**config.mk**
```make
export PLATFORM = sky130hd
export DESIGN_NAME = score_frame_buffer
export DESIGN_NICKNAME = d
export VERILOG_FILES = /design/src/rtl/score_frame_buffer.sv
export SDC_FILE = /design/constraint.sdc
export NUM_CORES = 1
export LEC_CHECK = 0
export CAP_MARGIN = 20
export CORE_ASPECT_RATIO = 2
export CORE_MARGIN = 4
export CORE_UTILIZATION = 55
export CTS_CLUSTER_SIZE = 30
export DETAILED_ROUTE_END_ITERATION = 10
export PLACE_DENSITY = 0.72
export SLEW_MARGIN = 10
export SYNTH_ARGS = -nofsm -noshare
export SYNTH_HDL_FRONTEND = slang
export SYNTH_SLANG_ARGS = --single-unit
export TNS_END_PERCENT = 30
```
**constraint.sdc**
```tcl
create_clock -name clk -period 4.9 [get_ports clk]
set_input_delay 0.98 -clock clk [delete_from_list [all_inputs] [get_ports clk]]
set_output_delay 0.98 -clock clk [all_outputs]
set_load 0.01 [all_outputs]
```
**src/rtl/score_frame_buffer.sv**
```systemverilog
// Ping-pong frame buffer for classifier scores: captures one frame of signed
// class scores, tracks the running argmax and serves the last committed frame over a byte read port.
module score_frame_buffer #(
  parameter int N_CLASSES = 10,
  parameter int SCORE_W   = 32,
  parameter int ADDR_W    = 6
) (
  input  logic                         clk,
  input  logic                         rst_n,
  input  logic                         in_valid,
  input  logic [SCORE_W-1:0]           in_score,
  input  logic                         in_last,
  output logic                         in_ready,
  input  logic                         rd_en,
  input  logic [ADDR_W-1:0]            rd_addr,
  output logic [7:0]                   rd_data,
  output logic                         rd_valid,
  output logic                         frame_done,
  output logic [$clog2(N_CLASSES)-1:0] pred_class,
  output logic [7:0]                   frame_count,
  output logic                         err_len
);

  localparam int BPS   = SCORE_W / 8;
  localparam int NB    = N_CLASSES * BPS;
  localparam int CLS_W = $clog2(N_CLASSES);
  localparam logic [CLS_W-1:0] LAST_IDX = CLS_W'(N_CLASSES - 1);

  localparam logic [1:0] ST_IDLE    = 2'd0;
  localparam logic [1:0] ST_CAPTURE = 2'd1;
  localparam logic [1:0] ST_DRAIN   = 2'd2;
  localparam logic [1:0] ST_COMMIT  = 2'd3;

  logic [1:0]                state_r;
  logic [1:0]                state_nxt_s;
  logic [CLS_W-1:0]          idx_r;
  logic [CLS_W-1:0]          idx_nxt_s;
  logic [CLS_W-1:0]          cur_idx_s;
  logic signed [SCORE_W-1:0] best_val_r;
  logic signed [SCORE_W-1:0] best_val_nxt_s;
  logic [CLS_W-1:0]          best_idx_r;
  logic [CLS_W-1:0]          best_idx_nxt_s;
  logic                      accept_s;
  logic                      greater_s;
  logic                      wr_en_s;
  logic                      err_set_s;
  logic                      commit_s;

  logic                      in_ready_r;
  logic                      rd_bank_r;
  logic                      have_frame_r;
  logic [CLS_W-1:0]          pred_class_r;
  logic [7:0]                frame_count_r;
  logic                      frame_done_r;
  logic                      err_len_r;
  logic [7:0]                rd_data_r;
  logic                      rd_valid_r;

  logic [SCORE_W-1:0]        bank0_r [N_CLASSES];
  logic [SCORE_W-1:0]        bank1_r [N_CLASSES];

  logic [ADDR_W-1:0]         cls_s;
  logic [ADDR_W-1:0]         byte_sel_s;
  logic [SCORE_W-1:0]        word_s;
  logic [7:0]                word_byte_s;
  logic [7:0]                rd_byte_s;

  assign in_ready    = in_ready_r;
  assign rd_data     = rd_data_r;
  assign rd_valid    = rd_valid_r;
  assign frame_done  = frame_done_r;
  assign pred_class  = pred_class_r;
  assign frame_count = frame_count_r;
  assign err_len     = err_len_r;

  // Frame FSM next state, beat indexing and running argmax
  always_comb begin
    accept_s       = in_valid && in_ready_r;
    cur_idx_s      = (state_r == ST_CAPTURE) ? idx_r : {CLS_W{1'b0}};
    greater_s      = $signed(in_score) > best_val_r;
    state_nxt_s    = state_r;
    idx_nxt_s      = idx_r;
    best_val_nxt_s = best_val_r;
    best_idx_nxt_s = best_idx_r;
    wr_en_s        = 1'b0;
    err_set_s      = 1'b0;
    commit_s       = 1'b0;
    case (state_r)
      ST_IDLE, ST_CAPTURE: begin
        if (accept_s) begin
          wr_en_s = 1'b1;
          // First beat seeds the argmax; later beats replace it only when strictly greater
          if ((state_r == ST_IDLE) || greater_s) begin
            best_val_nxt_s = $signed(in_score);
            best_idx_nxt_s = cur_idx_s;
          end else begin
            best_val_nxt_s = best_val_r;
            best_idx_nxt_s = best_idx_r;
          end
          if (in_last && (cur_idx_s == LAST_IDX)) begin
            state_nxt_s = ST_COMMIT;
            idx_nxt_s   = {CLS_W{1'b0}};
          end else if (in_last) begin
            err_set_s   = 1'b1;
            state_nxt_s = ST_IDLE;
            idx_nxt_s   = {CLS_W{1'b0}};
          end else if (cur_idx_s == LAST_IDX) begin
            err_set_s   = 1'b1;
            state_nxt_s = ST_DRAIN;
            idx_nxt_s   = {CLS_W{1'b0}};
          end else begin
            state_nxt_s = ST_CAPTURE;
            idx_nxt_s   = cur_idx_s + CLS_W'(1);
          end
        end else begin
          state_nxt_s = state_r;
        end
      end
      ST_DRAIN: begin
        if (accept_s && in_last) begin
          state_nxt_s = ST_IDLE;
        end else begin
          state_nxt_s = ST_DRAIN;
        end
      end
      ST_COMMIT: begin
        commit_s    = 1'b1;
        state_nxt_s = ST_IDLE;
      end
      default: begin
        state_nxt_s = ST_IDLE;
      end
    endcase
  end

  // Control and status registers
  always_ff @(posedge clk or negedge rst_n) begin
    if (!rst_n) begin
      state_r       <= ST_IDLE;
      idx_r         <= {CLS_W{1'b0}};
      best_val_r    <= {SCORE_W{1'b0}};
      best_idx_r    <= {CLS_W{1'b0}};
      in_ready_r    <= 1'b0;
      err_len_r     <= 1'b0;
      rd_bank_r     <= 1'b0;
      have_frame_r  <= 1'b0;
      pred_class_r  <= {CLS_W{1'b0}};
      frame_count_r <= 8'd0;
      frame_done_r  <= 1'b0;
    end else begin
      state_r      <= state_nxt_s;
      idx_r        <= idx_nxt_s;
      best_val_r   <= best_val_nxt_s;
      best_idx_r   <= best_idx_nxt_s;
      in_ready_r   <= (state_nxt_s != ST_COMMIT);
      frame_done_r <= commit_s;
      if (err_set_s) begin
        err_len_r <= 1'b1;
      end
      if (commit_s) begin
        rd_bank_r     <= ~rd_bank_r;
        have_frame_r  <= 1'b1;
        pred_class_r  <= best_idx_r;
        frame_count_r <= frame_count_r + 8'd1;
      end
    end
  end

  // Capture-bank write (the bank not currently selected for reads)
  always_ff @(posedge clk) begin
    for (int c = 0; c < N_CLASSES; c++) begin
      if (wr_en_s && (cur_idx_s == CLS_W'(c))) begin
        if (rd_bank_r) begin
          bank0_r[c] <= in_score;
        end else begin
          bank1_r[c] <= in_score;
        end
      end
    end
  end

  // Byte lookup in the read bank, little-endian within each score
  always_comb begin
    cls_s       = rd_addr / ADDR_W'(BPS);
    byte_sel_s  = rd_addr % ADDR_W'(BPS);
    word_s      = {SCORE_W{1'b0}};
    word_byte_s = 8'h00;
    for (int c = 0; c < N_CLASSES; c++) begin
      word_s = (cls_s == ADDR_W'(c)) ? (rd_bank_r ? bank1_r[c] : bank0_r[c]) : word_s;
    end
    for (int b = 0; b < BPS; b++) begin
      word_byte_s = (byte_sel_s == ADDR_W'(b)) ? word_s[b*8 +: 8] : word_byte_s;
    end
    if (!have_frame_r) begin
      rd_byte_s = 8'h00;
    end else if (rd_addr < ADDR_W'(NB)) begin
      rd_byte_s = word_byte_s;
    end else if (rd_addr == ADDR_W'(NB)) begin
      rd_byte_s = {{(8-CLS_W){1'b0}}, pred_class_r};
    end else begin
      rd_byte_s = 8'h00;
    end
  end

  // Registered read port, one-cycle latency
  always_ff @(posedge clk or negedge rst_n) begin
    if (!rst_n) begin
      rd_data_r  <= 8'h00;
      rd_valid_r <= 1'b0;
    end else begin
      rd_valid_r <= rd_en;
      if (rd_en) begin
        rd_data_r <= rd_byte_s;
      end
    end
  end

endmodule

```
==> impl_results.md, run 1 <==
* Die Footprint at 0.0562 mm^2
* Worst Hold Class: reg2reg
* CP max FO at 19
* Fraction of registers with async set/reset at 9.60%
* Ys flop type: edfxtp_1
* Port Buffers at 66
* Gr usage total at 29.1%
* Core area at 0.0518 mm^2
* FILL cells at 3615
* Largest net degree at the start of global routing at 75
* Final setup violation count at 0
* Total gr overflow at 0
* Simple-Gate Fraction of Synth Area at 4.26%
* Placed Instances at 2492
* # IOs at 67
* Non-Filler Instances at 2596
* Final Critical Period at 4.07 ns
* Xor/xnor share of the synthesized area at 0.274%
* Clk buf depth at 3
* Post-CTS sizing at 0
* Nets at 1967
* Mux cell area share after synthesis at 12.5%
* Synth Area in Compound Gates at 6.39%
* Max-Slew Margin vs Limit at 30.2%
* Final Wtd Congestion at 0.913
* Area Growth Syn to Fin at 14.6%
* RSZ-0062 raised after global routing: false
* CTS Buf Count at 55
* Share of post-route cells with drive strength above 1 at 15.6%
* Hold Fails Final Rpt at 0
* Post-Layout Inst Area at 0.0329 mm^2
* Wire per inst at 31.6 um
* ANT cells at 0
* Pins Over Slew Limit at 0
* # Post-CTS Setup Buffers at 0
* Worst VDD drop at 0.000360 V
* # DRC at 0
* Total wire length at 81900 um
* Arr. time, crit path at 4.58 ns
* CTS root buf: clkbuf_16
* Hold-fix buffers, CTS at 0
* Highest-count cells in the layout ignoring fill and taps: edfxtp_1 (640), mux2i_1 (296), buf_4 (104), o22ai_1 (99), dfrtp_1 (67)
* Worst Skew at 0.0114 ns
* Synth Register Bits at 708
* Setup CP Type: in2reg
* Drt pass-1 iters at 5
* Core Rows at 118
* Die height at 331 um
* Pwr Density at 371 mW/mm^2
* DP Worst Slack at 0.431 ns
* Post-Synth Adder-Cell Area at 1.52%
* Placed instance area at 0.0310 mm^2
* Startpoint types: primary input
* Max cap viols at 0
* Mapped Area at 0.0287 mm^2
* Setup WS post-layout at 0.830 ns
* Library cells used by synthesis at 71
* Clk sinks at 708
* Number of synthesized flops with an enable pin at 640
* Synth Instances at 1741
* Via count at 16924
* First-pass GRT wire length at 118000 um
* Commonest non-fill, non-tap cell in the layout: edfxtp_1
* Worst-margin pin slew at 1.02 ns
* CP Capture Type: flip-flop
* Final period utilization at 83.1%
* Ys Warns at 0
* Leakage at 0.0106 uW
* CTS tree: done
* Net Count, Synth at 1819
* Fmax at 246 MHz
* Vias in the first global route at 17159
* Clock insertion delay at the later pin of the skew report at 0.63 ns
* Setup_tns at 0 ns
* Die width at 170 um
* Via density at 6.52
* Initial antenna violation count at 0
* Initial detailed-routing violation count at 1907
* Combinational family with the most area after synthesis: multiplexers
* Placed wire-length estimate at 51700 um
* H-tree levels at 2
* Worst-path clk slew at 0.07 ns
* Status: complete, no violations
* Initial Utilization at 55.4%
* Routed Antenna Nets at 0
* WHS at 0.478 ns
* Seq/Total Area, Yosys at 72.8%
* Syn_area_per_cell at 16.5 um^2
* Worst Path Required at 5.41 ns
-- worst max-delay path, cell delays in order --
cell	delay [ns]
clkdlybuf4s50_1	0.79
ha_1	0.35
a21oi_1	0.14
a21oi_1	0.08
a2111oi_0	0.81
o311ai_0	0.42
o211ai_4	0.29
buf_4	0.32
mux2_2	0.39
-- where the power goes --
part | total, uW | internal [uW] | switching [uW]
sequential | 6720 | 6670 | 43.7
combinational | 751 | 270 | 481
clock | 4730 | 2600 | 2130
-- Yosys cell counts, drive strengths merged, types with 10 or more instances --
cell      n  area [um^2]
nor4     14         87.6
nor2     63          236
edfxtp  640        19200
inv      37          139
nand2    39          146
o22ai   101          644
o21ai    46          230
dfrtp    68         1700
nand3    20          100
buf      65          402
a211oi   16          120
nor2b    19          119
ha       35          438
o211ai   10         80.1
mux2     49          552
mux2i   296         2960
a21oi    40          200
clkbuf   28          108
nor3     25          125
-- through the flow --
| step | total power, uW | util, % |
|---|---|---|
| 6_report | 12200 | 63.5 |
| 5_1_grt | 12500 | 63.5 |
| 4_1_cts | 12200 | 63.5 |
| 3_5_place_dp | 7580 | 59.8 |
| 3_3_place_gp | 7560 | 59.8 |
| 2_1_floorplan | 7180 | - |
-- cell families after synthesis --
| kind of cell | after synthesis |
|---|---|
| AOI/OAI and AO/OA | 281 |
| xor gates and xnor gates | 9 |
| adders and majority gates | 35 |
| buffers and inverters | 130 |
| DFF | 708 |
| muxes | 348 |
| and+or+nand+nor | 230 |
-- final timing paths --
| kind | start | end | slack [ns] | cells past startpoint |
|---|---|---|---|---|
| worst max-delay path | in_score[2] | best_val_r[18] | 0.83 | 9 |
| worst min-delay path | frame_count[7] | frame_count[7] | 0.48 | 1 |
| worst max register to register | rd_bank_r | rd_data[3] | 1.34 | 9 |
| worst min register to register | frame_count[7] | frame_count[7] | 0.48 | 1 |
| max in group asynchronous | rst_n | rd_bank_r | 3.65 | 1 |
| min in group asynchronous | rst_n | frame_count[7] | 0.51 | 1 |
-- flip-flops by register name, summed over array words and instances, names as in the netlist --
register	cells
state_r	2
rd_bank_r	1
rd_valid	1
bank0_r	320
frame_count	8
err_len	1
best_idx_r	4
rd_data	8
idx_r	4
frame_done	1
pred_class	4
in_ready	1
best_val_r	32
bank1_r	320
have_frame_r	1
-- layout make-up --
class                           instances  area (um^2)  share of cell area, %
Clock inverter                         34          379                   1.15
Inverter                               37          139                  0.422
Clock buffer                           70         1530                   4.66
Tap cell                              660          826                   2.51
Timing Repair Buffer                  184         1730                   5.26
Sequential cell                       708        20900                   63.6
Multi-Input combinational cell        903         7370                   22.4
-- layer usage --
metal | vias to the layer above | track usage, % | wire (um)
li1 | 7166 | - | -
met1 | 8581 | 35.8 | 28300
met2 | 934 | 49.9 | 42400
met3 | 243 | 3.68 | 6020
met4 | 0 | 15.2 | 5140
met5 | - | 0 | 0
Power figures use the tool's default switching activity.
==> run 2, diff against run 1 <==
==> constraint.sdc (replaced) <==
create_clock -name clk -period 4.15 [get_ports clk]
set_input_delay 0.83 -clock clk [delete_from_list [all_inputs] [get_ports clk]]
set_output_delay 0.83 -clock clk [all_outputs]
set_load 0.01 [all_outputs]
==> impl_results.md, run 2 (synthesis results as in run 1) <==
* Status: complete, no violations
* Worst r2r path cells at 7 (-2)
* Area Growth Syn to Fin at 14.3%
* Die Footprint at 0.0562 mm^2 (unchanged)
* # IOs at 67 (unchanged)
* CP Capture Type: flip-flop
* Worst-margin pin slew at 1.02 ns (-0.00491 ns)
* Die height at 331 um (unchanged)
* Post-Layout Inst Area at 0.0328 mm^2 (-0.25%)
* Worst VDD drop at 0.000436 V (+21%)
* Nets at 1967 (unchanged)
* Port Buffers at 66 (unchanged)
* Startpoint types: primary input
* Initial detailed-routing violation count at 1862 (-2.4%)
* Gr usage total at 28.0% (-1.1 points)
* Core area at 0.0518 mm^2 (unchanged)
* Worst-path clk slew at 0.07 ns (about the same)
* Crit path cell chain: clkdlybuf4s50_1, buf_4, buf_4, nor4b_2, buf_4, a21oi_1, o21ai_0, o211ai_1, a211oi_1, buf_4, o21bai_1, a32o_1
* CTS root buf: clkbuf_16
* Commonest non-fill, non-tap cell in the layout: edfxtp_1
* Via density at 6.52 (about the same)
* CP peak stage delay at 0.60 ns (-0.21 ns)
* First-pass GRT wire length at 114000 um (-3.2%)
* Final setup violation count at 0 (unchanged)
* FILL cells at 3604 (-0.30%)
* Hold Fails Final Rpt at 0 (unchanged)
* # DRC at 0 (unchanged)
* Initial antenna violation count at 1 (+1)
* Highest-count cells in the layout ignoring fill and taps: edfxtp_1 (640), mux2i_1 (296), o22ai_1 (99), buf_4 (97), dfrtp_1 (67)
* Drt pass-1 iters at 5 (unchanged)
* Worst Hold Class: in2async
* Clk sinks at 708 (unchanged)
* Wire per inst at 30.6 um (-3.1%)
* Hold-fix buffers, CTS at 0 (unchanged)
* CTS Buf Count at 55 (unchanged)
* Pwr Density at 425 mW/mm^2 (+15%)
* Worst Skew at 0.0133 ns (+0.00183 ns)
* Setup_tns at 0 ns (unchanged)
* Max cap viols at 0 (unchanged)
* Via count at 16921 (-0.018%)
* Routed Antenna Nets at 0 (unchanged)
* Initial Utilization at 55.4% (unchanged)
* Vias in the first global route at 17116 (-0.25%)
* Total gr overflow at 0 (unchanged)
* Largest registers: bank0_r (320), bank1_r (320), best_val_r (32)
* CP max-delay cell: clkdlybuf4s50_1
* Arr. time, crit path at 3.90 ns (-0.68 ns)
* Placed wire-length estimate at 48600 um (-5.8%)
* # Post-CTS Setup Buffers at 0 (unchanged)
* Post-layout util at 63.3% (-0.16 points)
* Max-Slew Margin vs Limit at 32.2% (+2.1 points)
* FF/Latch Area at 0.0209 mm^2 (unchanged)
* H-tree levels at 2 (unchanged)
* Clock insertion delay at the later pin of the skew report at 0.60 ns (-0.03 ns)
* Fmax at 294 MHz
* Final period utilization at 82.1%
* Placed instance area at 0.0311 mm^2 (+0.28%)
* Core Rows at 118 (unchanged)
* Post-CTS sizing at 0 (unchanged)
* Clk buf depth at 3 (unchanged)
* Die width at 170 um (unchanged)
* Pins Over Slew Limit at 0 (unchanged)
* Worst Path Required at 4.65 ns (-0.76 ns)
* Total wire length at 79300 um (-3.2%)
* Share of post-route cells with drive strength above 1 at 15.0% (-0.60 points)
* Multi-input logic area at 0.00737 mm^2 (unchanged)
* Final Critical Period at 3.41 ns
* Leakage at 0.0105 uW (-0.61%)
* Largest net degree at the start of global routing at 69 (-8.0%)
* RSZ-0062 raised after global routing: false
* Setup CP Type: in2reg
* Most used cell, CP: buf_4
* Final Wtd Congestion at 0.944 (+3.3%)
* CTS tree: done
* CP max FO at 11 (-8)
## run 2: cell count changes in the layout (fill, tap and decap cells not counted), moves of 4 or more
cell	before	now
inv_6	4	0
clkinv_1	5	1
clkbuf_1	5	18
buf_4	104	97
bufinv_16	7	1
buf_12	15	22
## run 2: final timing paths
path,from,endpoint,slack (ns)
worst max-delay path,rd_addr[4],rd_data[2],0.74
worst min register to register,frame_count[7],frame_count[7],0.48
max in group asynchronous,rst_n,rd_bank_r,3.03
worst min-delay path,rst_n,rd_data[2],0.38
min in group clk,frame_count[7],frame_count[7],0.48
worst max register to register,rd_bank_r,rd_data[6],0.94
## run 2: layout make-up
| class | instances | share of cell area (%) |
|---|---|---|
| Tap cell | 660 | 2.52 |
| Sequential cell | 708 | 63.7 |
| Clock buffer | 84 | 4.93 |
| Antenna cell | 1 | 0.00762 |
| Timing Repair Buffer | 184 | 5.54 |
| Inverter | 37 | 0.423 |
| Multi-Input combinational cell | 903 | 22.5 |
| Clock inverter | 17 | 0.374 |
## run 2: critical path, delay by kind of cell
family          cells  cell delay (ns)
compound gates      6             0.94
buf+inv             5             1.62
simple gates        1             0.50
## run 2: per-stage QoR
stage          power [uW]  setup WS (ns)  hold WS [ns]  cells
2_1_floorplan        8480          0.651         0.467   1741
5_1_grt             14400          0.644         0.428   2593
3_5_place_dp         8970          0.221         0.461   2492
3_3_place_gp         8950          0.259         0.460   2492
4_1_cts             14000          0.795         0.389   2593
6_report            14000          0.744         0.375   2594
## run 2: where the power goes
part,switching [uW],internal [uW]
Clock,2370,2750
Sequential,49.2,7880
Combinational,568,336
## run 2: metal layers
metal  share of wire (%)  track usage (%)  up-vias
met1                  34             33.3     8630
li1                    -                -     7171
met4                 6.1             14.5        0
met3                 7.4             3.48      221
met2                  53             49.4      899
met5                   0                0        -
==> run 3, diff against run 2 <==
==> constraint.sdc (replaced) <==
create_clock -name clk -period 3.3 [get_ports clk]
set_input_delay 0.66 -clock clk [delete_from_list [all_inputs] [get_ports clk]]
set_output_delay 0.66 -clock clk [all_outputs]
set_load 0.01 [all_outputs]
==> impl_results.md, run 3 (synthesis results as in run 1) <==
* Status: complete, no violations
* Die Footprint at 0.0562 mm^2 (unchanged)
* FF/Latch Area at 0.0209 mm^2 (unchanged)
* H-tree levels at 2 (unchanged)
* Gr usage total at 28.6% (+0.57 points)
* Worst VDD drop at 0.000481 V (+10%)
* Highest-count cells in the layout ignoring fill and taps: edfxtp_1 (640), mux2i_1 (296), buf_4 (152), o22ai_1 (99), dfrtp_1 (67)
* Total gr overflow at 0 (unchanged)
* CP max FO at 15 (+4)
* Core Rows at 118 (unchanged)
* Hold-fix buffers, CTS at 0 (unchanged)
* Worst Skew at 0.0236 ns (+0.0103 ns)
* Worst Hold Class: in2async
* Post-layout util at 64.8% (+1.5 points)
* Launch point of the worst path: rd_addr[2]
* Setup CP Type: in2reg
* Die width at 170 um (unchanged)
* # Post-CTS Setup Buffers at 0 (unchanged)
* Die height at 331 um (unchanged)
* Nets at 2039 (+3.7%)
* Pins Over Slew Limit at 0 (unchanged)
* WL met1 at 27200 um (+1.3%)
* Worst Path Required at 3.86 ns (-0.79 ns)
* # IOs at 67 (unchanged)
* Largest net degree at the start of global routing at 64 (-7.2%)
* Via count at 17169 (+1.5%)
* Clk sinks at 708 (unchanged)
* Max-Slew Margin vs Limit at 48.9% (+17 points)
* First-pass GRT wire length at 117000 um (+2.3%)
* Max cap viols at 0 (unchanged)
* Met3 wire len at 6200 um (+4.9%)
* Wire per inst at 30.2 um (-1.1%)
* Arr. time, crit path at 3.83 ns (-0.07 ns)
* CTS Buf Count at 54 (-1.8%)
* RSZ-0062 raised after global routing: false
* Final setup violation count at 0 (unchanged)
* DP Worst Slack at -0.450 ns (-0.671 ns)
* Final Wtd Congestion at 0.938 (-0.59%)
* WHS at 0.0842 ns (-0.291 ns)
* Reg-to-Reg Start: state_r[0]
* Reg2reg end: bank0_r[6][24]
* Clock insertion delay at the later pin of the skew report at 0.62 ns (+0.02 ns)
* Placed wire-length estimate at 52200 um (+7.4%)
* Core area at 0.0518 mm^2 (unchanged)
* Reg-to-reg setup timing slack at 0.34 ns (-0.60 ns)
* CTS tree: done
* Clk buf depth at 3 (unchanged)
* Initial antenna violation count at 0 (-1)
* Worst-margin pin slew at 0.756 ns (-0.260 ns)
* Drt pass-1 iters at 6 (+1)
* Worst r2r path cells at 6 (-1)
* Commonest non-fill, non-tap cell in the layout: edfxtp_1
* Initial detailed-routing violation count at 1915 (+2.8%)
* Port Buffers at 66 (unchanged)
* ANT cells at 0 (-1)
* Post-CTS sizing at 0 (unchanged)
* Met2 WL post-DR at 41300 um (-0.92%)
* FILL cells at 3513 (-2.5%)
* Multi-input logic area at 0.00737 mm^2 (unchanged)
* Routed Antenna Nets at 0 (unchanged)
* Largest registers: bank0_r (320), bank1_r (320), best_val_r (32)
* Top layer in use: met4
* Final Critical Period at 3.27 ns
* Leakage at 0.0109 uW (+4.0%)
* Initial Utilization at 55.4% (unchanged)
* CTS root buf: clkbuf_16
* Worst-path clk slew at 0.07 ns (about the same)
* # DRC at 0 (unchanged)
* Hold Fails Final Rpt at 0 (unchanged)
* Pwr Density at 528 mW/mm^2 (+24%)
* Setup WS post-layout at 0.0298 ns (-0.715 ns)
* Via density at 6.44 (-1.3%)
* Final period utilization at 99.1%
* Vias in the first global route at 17688 (+3.3%)
* CP Capture Type: flip-flop
* Fmax at 306 MHz
* Total wire length at 80600 um (+1.6%)
* Share of post-route cells with drive strength above 1 at 18.0% (+3.0 points)
* Startpoint types: primary input
* Area Growth Syn to Fin at 16.9%
run 3: changes by cell type in the layout (fill, tap and decap cells not counted):
cell / change
buf_12: +18
buf_4: +55
bufinv_16: +3
clkbuf_1: -4
clkbuf_16: -3
clkbuf_8: -4
clkinv_1: +5
clkinv_2: +3
clkinv_4: -1
clkinv_8: +1
clkinvlp_2: -1
clkinvlp_4: -2
diode_2: -1
inv_6: +3
run 3: cell type report:
class | instances | area share [%]
Tap cell | 660 | 2.46
Multi-Input combinational cell | 903 | 22.0
Sequential cell | 708 | 62.3
Inverter | 37 | 0.413
Timing Repair Buffer | 257 | 7.72
Clock buffer | 73 | 4.38
Clock inverter | 28 | 0.775
run 3: layer usage:
layer  global-route usage, %  up-vias
met5                       0        -
li1                        -     7309
met2                    49.0      956
met3                    3.96      271
met4                    17.4        0
met1                    33.8     8633
run 3: worst max-delay path by stage:
stage / end / slack [ns] / cells past startpoint
after floorplan: bank1_r[0][0] / -0.20 / 9
after global placement: rd_data[0] / -0.37 / 9
after detailed placement: rd_data[0] / -0.45 / 9
after CTS: rd_data[0] / 0.18 / 9
after global routing: rd_data[0] / 0.05 / 9
final: rd_data[0] / 0.03 / 9
run 3: report_power, final:
part / internal (uW) / total (uW) / switching, uW
registers: 9910 / 9970 / 65.8
logic: 481 / 1200 / 716
clock network: 3470 / 6570 / 3100
run 3: critical path, stage by stage:
cell and delay [ns]:
clkdlybuf4s50_1 0.52, buf_4 0.21, or4_4 0.73, o22ai_1 0.28
nor4_1 0.09, a2111oi_0 0.59, nor3_1 0.14, o21ai_0 0.41
a22o_1 0.19
run 3: through the flow:
step | cells | total power, uW | area (um^2) | TNS (ns)
3_3_place_gp | 2565 | 11300 | 31900 | -11.02
5_1_grt | 2666 | 18200 | 33600 | 0
4_1_cts | 2666 | 17800 | 33600 | 0
2_1_floorplan | 1741 | 10700 | 28700 | -96.67
3_5_place_dp | 2565 | 11300 | 31900 | -8.72
6_report | 2666 | 17700 | 33600 | 0
